===== src/rtl/muldiv_seq.sv =====
// Sequential unsigned multiply/divide unit with architectural HI/LO registers.
// Radix-2 shift-add multiply and restoring divide, one result bit per cycle.
module muldiv_seq #(
  parameter int WIDTH = 32
) (
  input  logic             clock_i,
  input  logic             reset_n_i,
  input  logic             start_i,
  input  logic             op_i,
  input  logic [WIDTH-1:0] a_i,
  input  logic [WIDTH-1:0] b_i,
  input  logic             mf_req_i,
  input  logic             mf_sel_i,
  output logic             busy_o,
  output logic             done_o,
  output logic [WIDTH-1:0] hi_o,
  output logic [WIDTH-1:0] lo_o,
  output logic [WIDTH-1:0] mf_data_o,
  output logic             stall_o
);

  localparam int CW = $clog2(WIDTH) + 1;

  typedef enum logic [1:0] {S_IDLE, S_MUL, S_DIV, S_DONE} state_t;

  state_t             state_q, state_d;
  logic [WIDTH-1:0]   a_q, a_d, b_q, b_d;
  logic [WIDTH-1:0]   hi_q, hi_d, lo_q, lo_d;
  logic [2*WIDTH-1:0] acc_q, acc_d;
  logic [CW-1:0]      cnt_q, cnt_d;

  logic [WIDTH:0]     mul_sum;
  logic [WIDTH:0]     div_trial;
  logic               div_ge;
  logic [WIDTH-1:0]   div_rem;
  logic               last_iter;

  always_comb begin
    // MUL: acc holds the product being shifted right; a_q feeds multiplier bits LSB first.
    mul_sum   = {1'b0, acc_q[2*WIDTH-1:WIDTH]} + (a_q[0] ? {1'b0, b_q} : '0);
    // DIV: acc[W-1:0] is the partial remainder; a_q shifts dividend out and quotient in.
    div_trial = {acc_q[WIDTH-1:0], a_q[WIDTH-1]};
    div_ge    = (div_trial >= {1'b0, b_q});
    div_rem   = div_ge ? (div_trial[WIDTH-1:0] - b_q) : div_trial[WIDTH-1:0];
    last_iter = (cnt_q == CW'(WIDTH - 1));

    state_d = state_q;
    a_d     = a_q;
    b_d     = b_q;
    hi_d    = hi_q;
    lo_d    = lo_q;
    acc_d   = acc_q;
    cnt_d   = cnt_q;

    case (state_q)
      S_IDLE: begin
        if (start_i) begin
          a_d   = a_i;
          b_d   = b_i;
          cnt_d = '0;
          acc_d = '0;
          if (!op_i) begin
            state_d = S_MUL;
          end else if (b_i != '0) begin
            state_d = S_DIV;
          end else begin
            hi_d    = '0;
            lo_d    = '0;
            state_d = S_DONE;
          end
        end
      end
      S_MUL: begin
        acc_d = {mul_sum, acc_q[WIDTH-1:1]};
        a_d   = a_q >> 1;
        cnt_d = cnt_q + CW'(1);
        if (last_iter) begin
          hi_d    = acc_d[2*WIDTH-1:WIDTH];
          lo_d    = acc_d[WIDTH-1:0];
          state_d = S_DONE;
        end
      end
      S_DIV: begin
        acc_d = {{WIDTH{1'b0}}, div_rem};
        a_d   = {a_q[WIDTH-2:0], div_ge};
        cnt_d = cnt_q + CW'(1);
        if (last_iter) begin
          hi_d    = div_rem;
          lo_d    = a_d;
          state_d = S_DONE;
        end
      end
      S_DONE: begin
        state_d = S_IDLE;
      end
      default: begin
        state_d = S_IDLE;
      end
    endcase
  end

  always_ff @(posedge clock_i) begin
    if (!reset_n_i) begin
      state_q <= S_IDLE;
      a_q     <= '0;
      b_q     <= '0;
      hi_q    <= '0;
      lo_q    <= '0;
      acc_q   <= '0;
      cnt_q   <= '0;
    end else begin
      state_q <= state_d;
      a_q     <= a_d;
      b_q     <= b_d;
      hi_q    <= hi_d;
      lo_q    <= lo_d;
      acc_q   <= acc_d;
      cnt_q   <= cnt_d;
    end
  end

  assign busy_o    = (state_q == S_MUL) || (state_q == S_DIV);
  assign done_o    = (state_q == S_DONE);
  assign hi_o      = hi_q;
  assign lo_o      = lo_q;
  assign mf_data_o = mf_sel_i ? lo_q : hi_q;
  assign stall_o   = mf_req_i & busy_o;

endmodule


===== config.mk =====
export PLATFORM = sky130hd
export DESIGN_NAME = muldiv_seq
export DESIGN_NICKNAME = d
export VERILOG_FILES = /design/src/rtl/muldiv_seq.sv
export SDC_FILE = /design/constraint.sdc
export NUM_CORES = 1
export LEC_CHECK = 0
export CAP_MARGIN = 20
export CELL_PAD_IN_SITES_DETAIL_PLACEMENT = 1
export CELL_PAD_IN_SITES_GLOBAL_PLACEMENT = 1
export CORE_MARGIN = 2
export CORE_UTILIZATION = 45
export DETAILED_ROUTE_END_ITERATION = 8
export GPL_ROUTABILITY_DRIVEN = 0
export GPL_TIMING_DRIVEN = 0
export PLACE_DENSITY = 0.84
export REMOVE_ABC_BUFFERS = 1
export SKIP_LAST_GASP = 1
export SYNTH_ARGS = -nofsm -noshare
export SYNTH_HDL_FRONTEND = slang
export SYNTH_SLANG_ARGS = --single-unit

===== constraint.sdc =====
create_clock -name clock_i -period 8.3 [get_ports clock_i]
set_clock_uncertainty 0.15 [all_clocks]
set_input_delay 2.49 -clock clock_i [delete_from_list [all_inputs] [get_ports clock_i]]
set_output_delay 2.49 -clock clock_i [all_outputs]
set_load 0.01 [all_outputs]

==> flow_summary.ini <==
[placement]
dp_hpwl_mm = 32.7
place_ws_ns = 1.34
placedCellCount = 2111
portBuffers = 168

[yosys]
synth_edf_count = 0
synth_top_area_share_pct = 31.1
ys_seq_area_share_pct = 31.1
async_flop_share_pct = 0
synth_seq_cells = 200
yosys_warnings = 0
ys_top_cells_by_area = dfxtp_1 (31%), nand2_1 (7.8%), ha_1 (6.7%)
yosysMostFrequentCell = nand2_1
synth_common_cells = nand2_1 (269), dfxtp_1 (200), a21oi_1 (123), clkbuf_1 (94), nor2_1 (77)
yosysTopAreaCell = dfxtp_1
yosysUniqueCellTypes = 72
synth.avg_cell_area_um2 = 7.76
synthFlopType = dfxtp_1
syn-cell-area_mm2 = 0.0129
synthCells = 1660

[routing]
drt_iter0_markers = 861
wl_per_cell_um = 21.7
drcViolationCount = 0
vias_per_cell = 6.13
ant_nets = 0
vias = 13100
drtPass1Iterations = 6
routed_wl_mm = 46.5

[pwr]
ir_worst_vdd_mv = 0.205
p_total_mw = 3.70
powerDensity_mw_per_mm2 = 238
p_leak_nw = 5.87

[layout]
drive_above_1_share_pct = 5.56
stdcell_count = 2142
nFillCells = 3458
nets = 1893
antenna_cells = 0
area_growth_pct = 20.7

[flow_run]
max_cap_viol_count = 0

[floorplan]
pin_count = 169
die_h_um = 173
coreArea_mm2 = 0.0280
die-area_mm2 = 0.0300
rows = 61
fp.dieW_um = 173
initial_core_util_pct = 46.0

[clocking]
clk_latency_ns = 0.46
path_clk_slew_ns = 0.08
htree_levels = 4
cts_buffers = 17
cts_max_path_buffers = 2
root_buffer = clkbuf_16
cts_tree = built
cts_resized = 0
post-cts-setup-buffers = 0
cts.sinks = 200
cts_hold_buf = 0

[worst_setup_path]
r2r_cells = 11
cp.required_ns = 8.56
cpPeakStageDelay_ns = 0.83
critPathTopFamily = simple AND/OR/NAND/NOR gates
worstSetupPathType = in2reg
crit_cells = 12
worstPathArrival_ns = 6.96
crit_path_top_delay_cell = nor2_2
critPathBufInv = 2
crit_fanout = 65
start_kind = input pin
endpoint_kind = flop
crit_chain = clkdlybuf4s50_1 -> nor4_1 -> nand4_1 -> nor2_1 -> nand2_1 -> nand2_1 -> nand3_4 -> nor2_2 -> buf_8 -> nand2_1 -> o21ai_1 -> a31o_1
r2r_setup_slack_ns = 3.00
cpMostUsedCell = nand2_1

[hold_path]
hold_path.class = reg2reg
hold_depth = 2

[grt]
antenna_found_initial = 0
grt.overflow.total = 0
grt_pass1_vias = 14100
grt_max_degree = 95
grtUsageTotal_pct = 30.6
grt_pass1_wl_mm = 74.6

[sta]
finalCritPeriodShare_pct = 80.8
max_freq_mhz = 149
fin_crit_ns = 6.71
slew_headroom_pct = 34.2
fin_ws_ns = 1.59
slew_viol_final = 0
setup_viol = 0
final-hold-violation-count = 0
rsz0062_at_grt = no
tightest_slew_ns = 0.986

[run_status]
outcome = complete, no violations
-- tightest hold or removal path, stage by stage (launching register included) --
cell	delay (ns)
dfxtp_1	0.32
nand2_1	0.05
o21ai_1	0.05
-- routing by layer --
metal,part of all wire [%],GRT usage (%),vias to the layer above,wire length [um]
met5,0,0,-,0
met4,3.3,12.7,0,1520
met3,5.7,4.54,109,2640
met2,49,53.1,450,22500
met1,43,37.7,6491,19800
li1,-,-,6084,-
-- final timing paths --
kind | from | end
setup / recovery | b_i[16] | hi_o[28]
hold / removal | acc_q[55] | acc_q[55]
setup reg to reg | state_q[0] | hi_o[28]
hold reg to reg | acc_q[55] | acc_q[55]
-- report_power, final --
part	total [mW]	internal [mW]	switching, mW
registers	1.19	1.06	0.125
logic	1.66	0.543	1.12
clock network	0.857	0.408	0.449
-- registers in the layout, indices dropped and copies added, names as in the netlist --
signal / count
cnt_q: 6
lo_o: 32
a_q: 32
state_q: 2
acc_q: 64
b_q: 32
hi_o: 32
-- cells by family (layout without fill, tap and decap cells) --
kind of cell,count (synthesis),after routing,share of synthesized area [%]
compound gates,516,516,26.8
simple gates,612,612,22.7
mux,49,49,4.14
flops,200,200,31.1
fa+ha+maj,71,71,7.01
buf+inv,159,263,4.67
xor+xnor,53,53,3.60
-- area by class of cell --
| class | count | area [um2] | area share, % |
|---|---|---|---|
| timing repair buffer | 180 | 1960 | 12.6 |
| tap | 378 | 473 | 3.04 |
| sequential | 200 | 4000 | 25.7 |
| clock inverter | 13 | 135 | 0.869 |
| inverter | 52 | 195 | 1.26 |
| clock buffer | 18 | 439 | 2.82 |
| multi-input combinational | 1301 | 8350 | 53.7 |
-- per-stage QoR --
stage	util (%)	TNS (ns)	hold WS [ns]	area (um2)
after floorplan	-	0	0.280	12500
after global placement	52.2	-31.18	0.291	14600
after detailed placement	53.5	0	0.298	15000
after CTS	55.5	0	0.308	15600
after global routing	55.5	0	0.326	15600
final	55.5	0	0.316	15600
-- cell usage in the layout (no fill, tap or decap), types with 32 or more instances in the layout --
cell | synthesis | final
a21boi_0 | 56 | 56
a21o_1 | 42 | 42
a21oi_1 | 123 | 122
a22oi_1 | 43 | 43
and2_1 | 73 | 73
clkdlybuf4s50_1 | 0 | 166
dfxtp_1 | 200 | 200
ha_1 | 69 | 66
inv_1 | 50 | 50
mux2_2 | 32 | 32
nand2_1 | 269 | 268
nor2_1 | 77 | 75
nor2b_1 | 58 | 58
o21ai_0 | 43 | 43
o21ai_1 | 57 | 57
xnor2_1 | 32 | 32
No activity file was read; power rests on OpenSTA's default activity.
